## src/rtl/overture_io_pkg.sv

```systemverilog
// Shared definitions for the OVERTURE host I/O endpoint: default data width,
// statistics counter width and the pointer/level width helper.
package overture_io_pkg;

   localparam int BIT_WIDTH_DEF = 8;
   localparam int STATS_W       = 16;

   // Pointer and level width: one extra bit over the address so that
   // full and empty can be told apart when the addresses match.
   function automatic int ptr_w(input int depth);
      return $clog2(depth) + 32'd1;
   endfunction

endpackage

```

## src/rtl/overture_io_fifo.sv

```systemverilog
// Synchronous FIFO used for both directions of the OVERTURE host endpoint.
// Pointers carry one wrap bit (modulo 2*DEPTH). When pop_same_cycle_bypass
// is set, a push into a full FIFO is accepted if a pop happens on the
// same edge. The new byte then lands in the slot being vacated.
module overture_io_fifo
   import overture_io_pkg::*;
#(
   parameter int DEPTH     = 16,
   parameter int BIT_WIDTH = BIT_WIDTH_DEF
) (
   input  logic                   clk,
   input  logic                   rst,
   input  logic                   push,
   input  logic [BIT_WIDTH-1:0]   push_data,
   input  logic                   pop,
   input  logic                   pop_same_cycle_bypass,
   output logic [BIT_WIDTH-1:0]   head,
   output logic                   full,
   output logic                   empty,
   output logic [$clog2(DEPTH):0] level,
   output logic                   push_done,
   output logic                   pop_done
);

   localparam int PW = ptr_w(DEPTH);
   localparam int AW = PW - 1;
   localparam logic [PW-1:0] PTR_ONE = {{(PW-1){1'b0}}, 1'b1};

   logic [BIT_WIDTH-1:0] mem_r [DEPTH];
   logic [PW-1:0]        wr_ptr_r;
   logic [PW-1:0]        rd_ptr_r;
   logic                 full_s;
   logic                 empty_s;
   logic                 push_fire_s;
   logic                 pop_fire_s;

   // Status decode from the pointers and the gating of push and pop.
   always_comb begin
      empty_s    = (wr_ptr_r == rd_ptr_r);
      full_s     = (wr_ptr_r[PW-1] != rd_ptr_r[PW-1]) &&
                   (wr_ptr_r[AW-1:0] == rd_ptr_r[AW-1:0]);
      pop_fire_s = pop && !empty_s;
      if (full_s) begin
         push_fire_s = push && pop_same_cycle_bypass && pop_fire_s;
      end else begin
         push_fire_s = push;
      end
   end

   // Pointer advance; reset discards contents by collapsing the pointers.
   always_ff @(posedge clk or posedge rst) begin
      if (rst) begin
         wr_ptr_r <= {PW{1'b0}};
         rd_ptr_r <= {PW{1'b0}};
      end else begin
         if (push_fire_s) begin
            wr_ptr_r <= wr_ptr_r + PTR_ONE;
         end
         if (pop_fire_s) begin
            rd_ptr_r <= rd_ptr_r + PTR_ONE;
         end
      end
   end

   // Storage write; the array is deliberately not cleared by reset.
   always_ff @(posedge clk) begin
      if (push_fire_s) begin
         mem_r[wr_ptr_r[AW-1:0]] <= push_data;
      end
   end

   assign head      = mem_r[rd_ptr_r[AW-1:0]];
   assign full      = full_s;
   assign empty     = empty_s;
   assign level     = wr_ptr_r - rd_ptr_r;
   assign push_done = push_fire_s;
   assign pop_done  = pop_fire_s;

endmodule

```

## src/rtl/overture_io_host.sv

```systemverilog
// Host-side I/O endpoint for the OVERTURE 8-bit CPU. The input FIFO is filled
// by the host and drained by CPU reads. The output FIFO is filled by CPU
// writes and drained by the host. The CPU cannot stall, so sticky flags
// report reads from an empty FIFO and writes into a full one.
// Build option: define OVERTURE_IO_STATS_EN to add the rd_count and
// wr_count saturating statistics outputs.
module overture_io_host
   import overture_io_pkg::*;
#(
   parameter int DEPTH     = 16,
   parameter int BIT_WIDTH = BIT_WIDTH_DEF
) (
   input  logic                   clk,
   input  logic                   rst,
   input  logic                   arch_input_enable,
   output logic [BIT_WIDTH-1:0]   arch_input_value,
   input  logic                   arch_output_enable,
   input  logic [BIT_WIDTH-1:0]   arch_output_value,
   input  logic                   in_valid,
   input  logic [BIT_WIDTH-1:0]   in_data,
   output logic                   in_ready,
   output logic                   out_valid,
   output logic [BIT_WIDTH-1:0]   out_data,
   input  logic                   out_ready,
   input  logic                   clr_flags,
   output logic                   in_underflow,
   output logic                   out_overflow,
   output logic [$clog2(DEPTH):0] in_level,
   output logic [$clog2(DEPTH):0] out_level
`ifdef OVERTURE_IO_STATS_EN
   ,
   output logic [STATS_W-1:0]     rd_count,
   output logic [STATS_W-1:0]     wr_count
`endif
);

   logic [BIT_WIDTH-1:0] in_head_s;
   logic                 in_full_s;
   logic                 in_empty_s;
   logic                 in_push_done_s;
   logic                 in_pop_done_s;
   logic                 out_full_s;
   logic                 out_empty_s;
   logic                 out_push_done_s;
   logic                 out_pop_done_s;
   logic                 underflow_ev_s;
   logic                 overflow_ev_s;
   logic                 in_underflow_r;
   logic                 out_overflow_r;

   overture_io_fifo #(
      .DEPTH     (DEPTH),
      .BIT_WIDTH (BIT_WIDTH)
   ) u_in_fifo (
      .clk                   (clk),
      .rst                   (rst),
      .push                  (in_valid),
      .push_data             (in_data),
      .pop                   (arch_input_enable),
      .pop_same_cycle_bypass (1'b0),
      .head                  (in_head_s),
      .full                  (in_full_s),
      .empty                 (in_empty_s),
      .level                 (in_level),
      .push_done             (in_push_done_s),
      .pop_done              (in_pop_done_s)
   );

   overture_io_fifo #(
      .DEPTH     (DEPTH),
      .BIT_WIDTH (BIT_WIDTH)
   ) u_out_fifo (
      .clk                   (clk),
      .rst                   (rst),
      .push                  (arch_output_enable),
      .push_data             (arch_output_value),
      .pop                   (out_ready),
      .pop_same_cycle_bypass (1'b1),
      .head                  (out_data),
      .full                  (out_full_s),
      .empty                 (out_empty_s),
      .level                 (out_level),
      .push_done             (out_push_done_s),
      .pop_done              (out_pop_done_s)
   );

   // Error events: a CPU read with nothing to read, or a CPU write the FIFO refused.
   always_comb begin
      underflow_ev_s = arch_input_enable && in_empty_s;
      overflow_ev_s  = arch_output_enable && !out_push_done_s;
   end

   // Sticky error flags; a new event in the same cycle as a clear keeps the flag set.
   always_ff @(posedge clk or posedge rst) begin
      if (rst) begin
         in_underflow_r <= 1'b0;
         out_overflow_r <= 1'b0;
      end else begin
         if (underflow_ev_s) begin
            in_underflow_r <= 1'b1;
         end else if (clr_flags) begin
            in_underflow_r <= 1'b0;
         end
         if (overflow_ev_s) begin
            out_overflow_r <= 1'b1;
         end else if (clr_flags) begin
            out_overflow_r <= 1'b0;
         end
      end
   end

   assign in_ready         = !in_full_s;
   assign out_valid        = !out_empty_s;
   assign arch_input_value = in_empty_s ? {BIT_WIDTH{1'b0}} : in_head_s;
   assign in_underflow     = in_underflow_r;
   assign out_overflow     = out_overflow_r;

`ifdef OVERTURE_IO_STATS_EN
   localparam logic [STATS_W-1:0] CNT_ONE = {{(STATS_W-1){1'b0}}, 1'b1};
   localparam logic [STATS_W-1:0] CNT_MAX = {STATS_W{1'b1}};

   logic [STATS_W-1:0] rd_count_r;
   logic [STATS_W-1:0] wr_count_r;
   logic               unused_s;

   // Saturating counts of successful CPU pops and pushes, cleared with the flags.
   always_ff @(posedge clk or posedge rst) begin
      if (rst) begin
         rd_count_r <= {STATS_W{1'b0}};
         wr_count_r <= {STATS_W{1'b0}};
      end else if (clr_flags) begin
         rd_count_r <= in_pop_done_s   ? CNT_ONE : {STATS_W{1'b0}};
         wr_count_r <= out_push_done_s ? CNT_ONE : {STATS_W{1'b0}};
      end else begin
         if (in_pop_done_s && (rd_count_r != CNT_MAX)) begin
            rd_count_r <= rd_count_r + CNT_ONE;
         end
         if (out_push_done_s && (wr_count_r != CNT_MAX)) begin
            wr_count_r <= wr_count_r + CNT_ONE;
         end
      end
   end

   assign rd_count = rd_count_r;
   assign wr_count = wr_count_r;
   assign unused_s = &{1'b0, in_push_done_s, out_pop_done_s, out_full_s};
`else
   // Without statistics the pop strobe of the input FIFO has no consumer.
   logic unused_s;
   assign unused_s = &{1'b0, in_push_done_s, in_pop_done_s, out_pop_done_s, out_full_s};
`endif

endmodule
```

## config.mk

```make
export PLATFORM = sky130hd
export DESIGN_NAME = overture_io_host
export DESIGN_NICKNAME = d
export VERILOG_FILES = /design/src/rtl/overture_io_pkg.sv /design/src/rtl/overture_io_fifo.sv /design/src/rtl/overture_io_host.sv
export SDC_FILE = /design/constraint.sdc
export NUM_CORES = 1
export LEC_CHECK = 0
export ABC_AREA = 1
export BUFFER_PORTS_ARGS = -buffer_cell sky130_fd_sc_hd__buf_2
export CAP_MARGIN = 15
export CORE_MARGIN = 2
export CORE_UTILIZATION = 32
export CTS_CLUSTER_DIAMETER = 200
export DETAILED_ROUTE_END_ITERATION = 7
export PLACE_DENSITY = 0.49
export SETUP_SLACK_MARGIN = 0.3
export SLEW_MARGIN = 5
export SYNTH_ARGS = -nofsm -noshare
export SYNTH_HDL_FRONTEND = slang
export SYNTH_SLANG_ARGS = --single-unit
```

## constraint.sdc

```tcl
create_clock -name clk -period 4.45 [get_ports clk]
set_clock_uncertainty 0.05 [all_clocks]
set_input_delay 0 -clock clk [delete_from_list [all_inputs] [get_ports clk]]
set_output_delay 0 -clock clk [all_outputs]
set_load 0.005 [all_outputs]
```

==> summary.md, run 1 <==
The later pin in the worst-skew pair is clocked with a latency of 0.56 ns. The final route contains 7,920 vias. The top cell types in the final layout, fill and taps aside, are sky130_fd_sc_hd__nand2_1, sky130_fd_sc_hd__edfxtp_1, sky130_fd_sc_hd__nor2_1. The run gives 3,792 as the count of filler cells inserted in the layout.

The die width is 199 um, and the routability-driven placement congestion ratio is 0.841. The cell count after synthesis came out at 1,121. The half-perimeter wire length after placement is 20,000 um. The first global-routing pass estimated 46,700 um of wire.

Data on the critical path is required at its endpoint by 4.59 ns. The number of I/O port buffers is 52, and the number of slew-limit violations in the final report is 0. Most instantiated flip-flop cell in the synthesis netlist: sky130_fd_sc_hd__edfxtp_1.

The logs give 0 for the final number of setup-violating endpoints and 15.9% for the all-layer global routing usage. In the routed layout, each cell is associated on average with a via count of 4.58. The tools report the number of hold violations in the final report as 0.

The tools report the number of antenna violations at the first check in global routing as 0. In this run the standard cell core region covers 0.0375 mm^2. Setup repair after global routing left no endpoint under its margin.

For the netlist area before placement, the log shows 0.0121 mm^2. Counting every sink on the clock net gives 278. For this run the aggregate overflow at the end of global routing stands at 0. Synthesis instantiated 28 different standard cells from the library.

The run gives 1,164 as the number of nets produced by synthesis. In this run the mean area of a mapped cell was 10.8 um^2. Along the worst path, the maximum fanout reaches 13.

STA classifies the critical path endpoint as a flip-flop. The post-CTS setup buffer count was 0; the chip height was 199 um. The startpoint type of the worst setup path is a flip-flop. The tools report the pin count of the biggest net entering global routing as 68. The largest buffer count on any clock path is 3. The run finished with clean final reports. The run gives 545 as the violation count after the first detailed-routing iteration. The count of nets left with antenna violations once routing finished came out at 0. After floorplanning, the core was divided into 71 placement rows. The first detailed-routing pass ran for 5 iterations. The wire length per cell after detailed routing is 18.0 um.

Once the floorplan was initialized, standard cells occupied 32.3% of the core. For this design the ratio of total power to cell area is 659 mW/mm^2. For the antenna cell count, the log shows 0. Across the run, the number of max-cap violations was 0. The area growth from synthesis to layout is 16.3%. For this run, the number of Yosys warnings is 0. Post-route minimum period: 3.11 ns. Pin placement for this block handled 53 I/O pins. Static timing analysis puts the maximum clock frequency at 322 MHz. For this design the static power due to leakage is 5.52 nW. The most frequent standard cell in the layout excluding fill and tap cells was sky130_fd_sc_hd__nand2_1. TritonCTS built the clock tree. In this run the clock root is driven by a sky130_fd_sc_hd__clkbuf_16. The worst pin sits at a relative slew slack of 37.1%. The H-tree depth was 1; the post-route fraction of the period consumed by the critical path was 69.8%. After clock tree synthesis, the clock-pin slew on the worst setup and hold paths is 0.06 ns. The synthesized design contains 256 enable-type register cells. The slew at the pin closest to its max-slew limit is 0.940 ns, and the setup TNS is 0 ns.

Of the cells placed in the final design, the portion with a size suffix greater than 1 is 9.94%. The path class of the tightest hold or removal check is in2async. The worst-case IR drop observed on VDD is 383 uV. For this run, the register share of the synthesized area comes to 68.0%.

Data arrives at the worst endpoint at 3.25 ns. For this block, the routed nets add up to 31,100 um of wire. The total of flip-flops plus latches after synthesis works out to 278.

In the synthesized netlist the async set-or-reset flop fraction comes to 7.91%. For the number of nets in the finished design, the log shows 1,237. The number of global-route vias before repair is 7,930, and the number of DRC violations after detailed routing is 0. TritonCTS created 31 clock buffers. Final hold analysis gives a worst-case slack of 0.0124 ns. The die covers 0.0394 mm^2. The critical path is of the reg2reg type.
-- state kept, by name, summed over array words and instances (netlist names) --
| name | count |
|---|---|
| in_underflow | 1 |
| out_overflow | 1 |
| u_in_fifo.mem_r | 128 |
| u_in_fifo.rd_ptr_r | 5 |
| u_in_fifo.wr_ptr_r | 5 |
| u_out_fifo.mem_r | 128 |
| u_out_fifo.rd_ptr_r | 5 |
| u_out_fifo.wr_ptr_r | 5 |
-- synth_stat cells (all sizes together), types with 8 or more instances --
master	number	area (um^2)
a21oi	14	70.1
buf	35	189
clkbuf	10	37.5
dfrtp	22	551
edfxtp	256	7690
ha	18	225
inv	120	450
nand2	296	1120
nand3	82	410
nor2	127	484
o211ai	16	120
o21ai	82	410
o22ai	8	50.1
xor2	17	149
-- cell type report --
cell class,count,area [um^2],share of cell area (%)
clock buffer,33,783,5.56
clock inverter,23,204,1.45
inverter,126,473,3.36
multi-input combinational,672,3170,22.5
sequential,278,8240,58.5
tap,511,639,4.54
timing repair buffer,85,566,4.02
-- critical path, cell delays in order (launching register included) --
cell and delay [ns]:
sky130_fd_sc_hd__dfrtp_1 0.59, sky130_fd_sc_hd__clkinv_1 0.36, sky130_fd_sc_hd__ha_1 0.44, sky130_fd_sc_hd__nand2_1 0.14, sky130_fd_sc_hd__nor2_4 0.07, sky130_fd_sc_hd__a21boi_4 0.24, sky130_fd_sc_hd__nand2_1 0.24, sky130_fd_sc_hd__nor2_1 0.59
-- routing by layer --
metal	share of wire (%)	track usage [%]	wire length (um)	up-vias
met1	44	20.1	13700	3814
met3	3.8	2.44	1190	48
met5	0	0	0	-
li1	-	-	-	3887
met4	1.9	3.54	605	0
met2	50	28.9	15600	171
-- through the flow --
| step | util, % | instance area, um^2 | worst slack, ns | cells | power [mW] |
|---|---|---|---|---|---|
| global route | 37.5 | 14100 | 1.13 | 1728 | 9.88 |
| detailed placement | 34.3 | 12900 | 1.38 | 1649 | 6.86 |
| global placement | 34.3 | 12900 | 1.43 | 1649 | 6.85 |
| floorplan | - | 12100 | 1.95 | 1121 | 5.62 |
| finish | 37.5 | 14100 | 1.34 | 1728 | 9.27 |
| CTS | 37.5 | 14100 | 1.30 | 1728 | 9.39 |
-- power by group --
part           switching, mW  internal (mW)  total, mW
registers              0.201           3.19       3.39
logic                   2.29           1.11       3.40
clock network           1.04           1.44       2.49
total                   3.53           5.74       9.27
-- timing repair --
item | CTS | global route
hold buffers | 23 | 0
endpoints found under the hold margin | 299 | 0
resized for setup | 0 | 0
-- kinds of logic (layout without fill, tap and decap cells) --
kind of cell | after synthesis | in the layout | synth area share (%)
fa+ha+maj | 20 | 20 | 2.19
compound gates | 121 | 121 | 5.53
simple gates | 509 | 509 | 16.8
buf+inv | 171 | 267 | 5.78
flops | 278 | 278 | 68.0
xor+xnor | 22 | 22 | 1.65
-- path summary, 6_finish.rpt --
path,cells after the start,end,slack (ns),from
max,7,u_out_fifo.mem_r[9][4],1.34,u_out_fifo.rd_ptr_r[2]
min in group clk,3,in_underflow,0.13,clr_flags
max in group asynchronous,4,u_out_fifo.rd_ptr_r[0],4.04,rst
max reg2reg,7,u_out_fifo.mem_r[9][4],1.34,u_out_fifo.rd_ptr_r[2]
min reg2reg,2,u_in_fifo.rd_ptr_r[3],0.47,u_in_fifo.rd_ptr_r[3]
min,4,out_overflow,0.01,rst
Note: power is estimated with default switching activity, not from simulation.
==> run 2: changes to the inputs <==
--- a/config.mk
+++ b/config.mk
@@ -12,7 +12,7 @@
 export CORE_UTILIZATION = 32
 export CTS_CLUSTER_DIAMETER = 200
 export DETAILED_ROUTE_END_ITERATION = 7
-export PLACE_DENSITY = 0.49
+export PLACE_DENSITY = 0.51
 export SETUP_SLACK_MARGIN = 0.3
 export SLEW_MARGIN = 5
 export SYNTH_ARGS = -nofsm -noshare
==> constraint.sdc (replaced) <==
create_clock -name clk -period 2.55 [get_ports clk]
set_clock_uncertainty 0.05 [all_clocks]
set_input_delay 0 -clock clk [delete_from_list [all_inputs] [get_ports clk]]
set_output_delay 0 -clock clk [all_outputs]
set_load 0.005 [all_outputs]
==> summary.md, run 2 (same netlist as run 1, synthesis figures left out) <==
The required time at the endpoint of the critical path was 2.50 ns; the post-route minimum period was 2.22 ns. The logs give 0 for the final number of setup-violating endpoints and 0 for the number of antenna violations at the first check in global routing. Setup repair after global routing could not meet its margin everywhere. VDD sags by at most 793 uV. Number of cells on the worst hold path: 3. The core region area is 0.0375 mm^2. The run finished with clean final reports. In this run the worst hold path is classified as in2reg. After clock tree synthesis, the clock-pin slew on the worst setup and hold paths is 0.06 ns.

Pin placement for this block handled 53 I/O pins. The endpoint of the worst hold-timing path was in_underflow. Number of slew-limit violations in the final report: 0.

The arrival time of the worst setup path was 2.17 ns; the delay of the slowest critical-path stage was 0.38 ns. For the antenna cell count, the log shows 0. The wire length of the first global-routing pass is 48,500 um, and the count of filler cells inserted in the layout is 3,639. TritonCTS built the clock tree. For the routed via count, the log shows 8,061. The critical path contains buffers and inverters numbering 2 combined. Across the whole layout, storage elements account for 0.00824 mm^2. In the layout the commonest cells are sky130_fd_sc_hd__nand2_1, sky130_fd_sc_hd__edfxtp_1, sky130_fd_sc_hd__inv_1. Biggest fanout along the worst timing path: 4.

Entering global routing, the biggest net connects 60 pins. The clock passes through at most 3 buffers. The tools report the reg-to-reg startpoint as u_in_fifo.wr_ptr_r[3]. For the register-to-register setup slack, the log shows 0.39 ns.

Terminus of the critical flop-to-flop path: u_in_fifo.mem_r[15][3]. The critical path is of the reg2out type. Ratio of total power to cell area: 1190 mW/mm^2. The via-per-instance ratio works out to 4.59. Sequential cells account for 32.9% of the total power.

The library cell used most frequently in the layout, excluding fill and tap cells, is sky130_fd_sc_hd__nand2_1. The switching share of power was 38.7%. Walking the worst path, the cells encountered are inv_1 > ha_1 > fa_2 > o21ai_2 > xor2_2 > buf_2. The cell family contributing the most delay on the critical path was adder cells. For the remaining antenna violation count, the log shows 0. For the number of global-route vias before repair, the log shows 8,104.

Measured on the finished design, the core utilization comes to 39.8%. The run gives 450 MHz as the highest achievable clock rate. The floorplan has 71 rows. The number of I/O port buffers works out to 52. In this run the static leakage power is 5.80 nW. The tools report the startpoint type of the worst setup path as a flip-flop.

Measured against its own limit, the worst slew margin works out to 60.7%. The analysis attributes to net switching a power of 6.87 mW. The violation count after the first detailed-routing iteration is 571. Compared with the post-synthesis result, the final layout area differs by 23.1%. In the final layout, the multi-input gates occupy 0.00356 mm^2.

The hold path startpoint is clr_flags. In the final timing run, aggregate negative setup slack is 0 ns. The slew at the pin closest to its max-slew limit was 0.590 ns.

After detailed routing, the number of remaining DRC violations is 0. Clock root buffer master: sky130_fd_sc_hd__clkbuf_16. The starting density of the core is 32.3%, and the number of nets in the finished design is 1,265. The floorplan step set the die height to 199 um. The worst setup path is captured at an output port. The routability-driven placement congestion ratio was 0.860; the global route total overflow was 0. The clock network is responsible for 24.7% of the overall power. The tool flagged a number of max-cap violations equal to 0. The first-pass detailed-route iteration total came out at 5. Cells with a size suffix above 1 make up 17.0% of the layout. In this run the horizontal extent of the chip is 199 um. The largest individual stage delay along the critical path comes from the cell sky130_fd_sc_hd__dfrtp_1. Per report_power, the combinational group accounts for 42.4% of the total. The post-route fraction of the period consumed by the critical path came out at 87.1%. The internal power of the cells totals 10.9 mW.

The cell count of the worst reg-to-reg path was 6. The routed design has 32,600 um of wire. The all-layer global routing usage was 16.5%; the half-perimeter wire length after placement was 20,200 um. The floorplan step defined a die boundary enclosing 0.0394 mm^2. The wire length per cell after detailed routing is 18.5 um. Clock latency on the worst-skew pair, taken at its later pin, is 0.57 ns.

The H-tree depth was 1. Number of hold violations in the final report: 0. For the total CTS buffers, the log shows 31. The tree built by TritonCTS fans out to 278 sinks.
run 2: worst register-to-register path, cell delays in order, from the launching register on:
cell	delay, ns
sky130_fd_sc_hd__dfrtp_2	0.45
sky130_fd_sc_hd__ha_1	0.33
sky130_fd_sc_hd__nand2_1	0.12
sky130_fd_sc_hd__nor2_1	0.08
sky130_fd_sc_hd__nand2_1	0.16
sky130_fd_sc_hd__nand2_4	0.12
sky130_fd_sc_hd__nor2_2	0.48
run 2: area by class of cell:
class,instances,area share (%)
repair inverters,1,0.0336
multi-input cells,672,23.9
flip-flops and latches,278,55.3
repair buffers,112,6.51
inverters,126,3.30
clock buffers,36,5.33
clock inverters,20,1.37
well taps,511,4.29
run 2: metal layers:
| metal | global-route usage, % | wire [um] | vias to the layer above | part of all wire [%] |
|---|---|---|---|---|
| met4 | 4.15 | 705 | 0 | 2.2 |
| met1 | 21.3 | 14100 | 3865 | 43 |
| met5 | 0 | 0 | - | 0 |
| met3 | 2.22 | 1460 | 48 | 4.5 |
| met2 | 29.3 | 16300 | 195 | 50 |
| li1 | - | - | 3953 | - |
run 2: power by group through the flow:
| stage | Clock [mW] | Sequential (mW) | Combinational [mW] |
|---|---|---|---|
| after floorplan | 0 | 5.86 | 4.13 |
| after global placement | 0 | 5.90 | 6.52 |
| after detailed placement | 0 | 5.91 | 6.51 |
| after CTS | 4.49 | 5.84 | 7.14 |
| after global routing | 4.66 | 5.90 | 8.31 |
| final | 4.40 | 5.84 | 7.54 |
run 2: worst max-delay path by stage:
stage	start	to	slack (ns)	cells past startpoint
after global routing	u_in_fifo.rd_ptr_r[0]	arch_input_value[5]	0.23	9
after CTS	u_out_fifo.rd_ptr_r[2]	u_out_fifo.mem_r[4][3]	0.14	7
after global placement	u_out_fifo.rd_ptr_r[2]	u_out_fifo.mem_r[5][0]	0.21	7
after detailed placement	u_out_fifo.rd_ptr_r[2]	u_out_fifo.mem_r[4][2]	0.15	7
final	u_out_fifo.wr_ptr_r[0]	out_level[4]	0.33	6
after floorplan	u_out_fifo.rd_ptr_r[1]	u_out_fifo.mem_r[0][0]	0.23	8
run 2: repair_timing:
item / CTS / global route
pin swaps: 4 / 12
resized for setup: 64 / 32
endpoints found under the setup margin: 154 / 245
cloned: 2 / 3
hold buffers: 23 / 0
buffers inserted: 3 / 9
hold endpoints to repair: 306 / 0
run 2: stage by stage:
stage               cell area, um^2  cells  setup WS (ns)  power [mW]  hold slack, ns
global placement              13100   1660          0.209        12.4          0.0282
global route                  14900   1756          0.233        18.9           0.161
CTS                           14600   1744          0.142        17.5           0.108
floorplan                     12300   1121          0.227        9.99         -0.0608
detailed placement            13100   1660          0.146        12.4          0.0280
finish                        14900   1756          0.328        17.8           0.145
==> run 3: changes to the inputs <==
--- a/config.mk
+++ b/config.mk
@@ -12,9 +12,10 @@
 export CORE_UTILIZATION = 32
 export CTS_CLUSTER_DIAMETER = 200
 export DETAILED_ROUTE_END_ITERATION = 7
-export PLACE_DENSITY = 0.51
+export PLACE_DENSITY = 0.5
 export SETUP_SLACK_MARGIN = 0.3
 export SLEW_MARGIN = 5
 export SYNTH_ARGS = -nofsm -noshare
 export SYNTH_HDL_FRONTEND = slang
+export SYNTH_HIERARCHICAL = 1
 export SYNTH_SLANG_ARGS = --single-unit
==> summary.md, run 3 <==
The flow ran to the end, and the final reports show no timing, DRC or antenna violations. The number of antenna violations at the first check in global routing was 0; the ratio of total power to cell area was 1160 mW/mm^2. The worst path needs 2.24 ns of the cycle, external delays included. 0 antenna diodes ended up in the layout. The die is 206 um tall.

The tools report the clock root buffer master as sky130_fd_sc_hd__clkbuf_16. Startpoint type of the worst setup path: a flip-flop. The run gives 6 as the number of warnings reported in the yosys synthesis log.

The pin count of the biggest net entering global routing was 35; the wire length per cell after detailed routing was 17.8 um. The logs give 1,386 for the gate count of the mapped netlist and 53 for the top-level I/O count. Setup violations remaining at the end of the flow were counted as 0. The multi-input combinational cells in the finished layout cover a total of 0.00388 mm^2. Once the floorplan was initialized, standard cells occupied 32.3% of the core. For the worst-skew pair, the clock arrives at the later sink with an insertion delay of 0.56 ns. The die width is 206 um.

The biggest fanout along the worst timing path works out to 7. The path class of the tightest hold or removal check is in2reg. Summed over all layers, the routed wires come to 36,600 um. The largest buffer count on any clock path is 3, and the final instance area is 0.0163 mm^2. In the routed design, unresolved DRC markers number 0.

For the required time at the endpoint of the critical path, the log shows 2.50 ns. Combinational logic burns 46.7% of the power. The initialized floorplan defines 74 standard-cell rows. For the pin with the worst max-slew slack, the measured transition is 0.550 ns. For this run the aggregate overflow at the end of global routing stands at 0. Fill cells in the final layout number 4,014. The tools report the worst hold-check slack as 0.182 ns. The run gives 2,053 as the final standard cell count with taps included and fillers excluded. Sequential cells burn 30.2% of the power. The final layout contains 1,546 nets. After legalization and detailed placement, the total HPWL measured 21,100 um.

The first global-routing pass estimated 53,500 um of wire. Clock tree synthesis inserted a total of 31 buffers. The mean area per synthesized cell works out to 9.46 um^2.

After layout, the worst setup slack is 0.310 ns. Based on the critical path, the design can be clocked at up to 446 MHz. For the internal portion of total power, the log shows 11.6 mW. The routed layout has 9,380 vias. The register clock-pin slew on the reported worst setup and hold paths is 0.06 ns.

OpenSTA, run right after detailed placement, puts the worst setup slack at 0.114 ns. The fraction of layout cells with a size suffix above 1 is 18.2%, and the total of max-cap violations is 0. The switching share of power works out to 38.7%. Instance area after placement: 0.0140 mm^2.

The footprint of the flip-flops and latches is 0.00824 mm^2, and the setup TNS is 0 ns. The logs give 1,429 for the number of nets produced by synthesis and 553 uV for the peak ir drop on the vdd network. The number of slew-limit violations in the final report is 0, and the switching power is 7.31 mW. The critical path is of the reg2out type. In this run, the number of DRC markers left after iteration 0 of detailed routing was 673.

The tools report the area enclosed by the die boundary as 0.0426 mm^2. STA classifies the critical path endpoint as an output port. The congestion estimate from routability-driven global placement came to 0.816.

Summing every instance area after synthesis gives 0.0131 mm^2. TritonCTS built the clock tree. Most frequent standard cell in the layout excluding fill and tap cells: sky130_fd_sc_hd__nand2_1.

Total power for the finished layout comes to 18.9 mW. After detailed placement, the design holds a cell count of 1,940. The post-route fraction of the period consumed by the critical path was 87.9%; the number of hold violations in the final report was 0. Setup repair after global routing could not meet its margin everywhere. The library cells used most frequently in the layout, excluding fill and tap cells, are sky130_fd_sc_hd__nand2_1, sky130_fd_sc_hd__inv_1, sky130_fd_sc_hd__edfxtp_1. After detailed routing, the number of vias per cell comes to 4.57. Global routing used 16.8% of the available tracks. The clock network burns 23.1% of the power.

Number of I/O port buffers: 52. In this run the tightest slew margin relative to its limit is 63.2%. The area growth from synthesis to layout is 24.1%.

The logs give 7.21 nW for the leakage power summed over all cells and 9,196 for the number of global-route vias before repair. The tools report the first-pass detailed-route iteration total as 5. The core region area was 0.0406 mm^2. The tools report the H-tree depth as 1. The post-route core utilization is 40.0%. The clock drives 278 sinks.

In this run the remaining antenna-violating nets after routing total 0. Data arrives at the worst endpoint at 2.19 ns.
[run 3: path summary, 6_finish.rpt]
kind | from | to | slack (ns) | depth (start not counted)
min in group asynchronous | rst | out_overflow | 0.42 | 4
worst min register to register | in_underflow | in_underflow | 0.43 | 2
worst max-delay path | u_in_fifo/rd_ptr_r[0] | arch_input_value[2] | 0.31 | 9
max in group asynchronous | rst | u_in_fifo/wr_ptr_r[3] | 1.53 | 4
worst max register to register | u_out_fifo/wr_ptr_r[3] | u_out_fifo/mem_r[5][3] | 0.34 | 6
worst min-delay path | clr_flags | out_overflow | 0.18 | 5
[run 3: per-layer routing]
layer,wire length (um),part of all wire (%),track usage (%)
met1,15700,43,21.5
met5,0,0,0
met2,18300,50,29.4
met3,1680,4.6,2.21
met4,987,2.7,5.15
[run 3: what timing repair did]
item	4_1_cts	5_1_grt
gates cloned	8	10
buffers inserted	8	13
pin swaps	1	30
endpoints found under the setup margin	114	131
endpoints found under the hold margin	300	0
gates resized for setup	47	78
hold buffers	24	0
[run 3: final cells by class]
cell class / count / share of cell area (%)
clock buffer: 36 / 4.88
timing repair buffer: 136 / 8.49
inverter: 286 / 6.88
sequential: 278 / 50.6
tap: 532 / 4.09
clock inverter: 15 / 1.09
timing repair inverter: 1 / 0.0692
multi-input combinational: 769 / 23.9
[run 3: power groups by stage]
stage                     clock [mW]  combinational, mW  sequential (mW)
after floorplan                    0               4.28             5.75
after global placement             0               6.72             5.76
after detailed placement           0               6.69             5.77
after CTS                       4.47               7.73             5.69
after global routing            4.65               9.66             5.75
final                           4.37               8.83             5.71
[run 3: worst max-delay path, stage by stage (launching register included)]
cell	delay, ns
sky130_fd_sc_hd__dfrtp_2	0.44
sky130_fd_sc_hd__buf_6	0.13
sky130_fd_sc_hd__ha_4	0.27
sky130_fd_sc_hd__nand2_4	0.05
sky130_fd_sc_hd__nor2_4	0.15
sky130_fd_sc_hd__nand2_2	0.10
sky130_fd_sc_hd__clkinvlp_4	0.16
sky130_fd_sc_hd__buf_12	0.15
sky130_fd_sc_hd__nor2_1	0.05
sky130_fd_sc_hd__buf_2	0.12
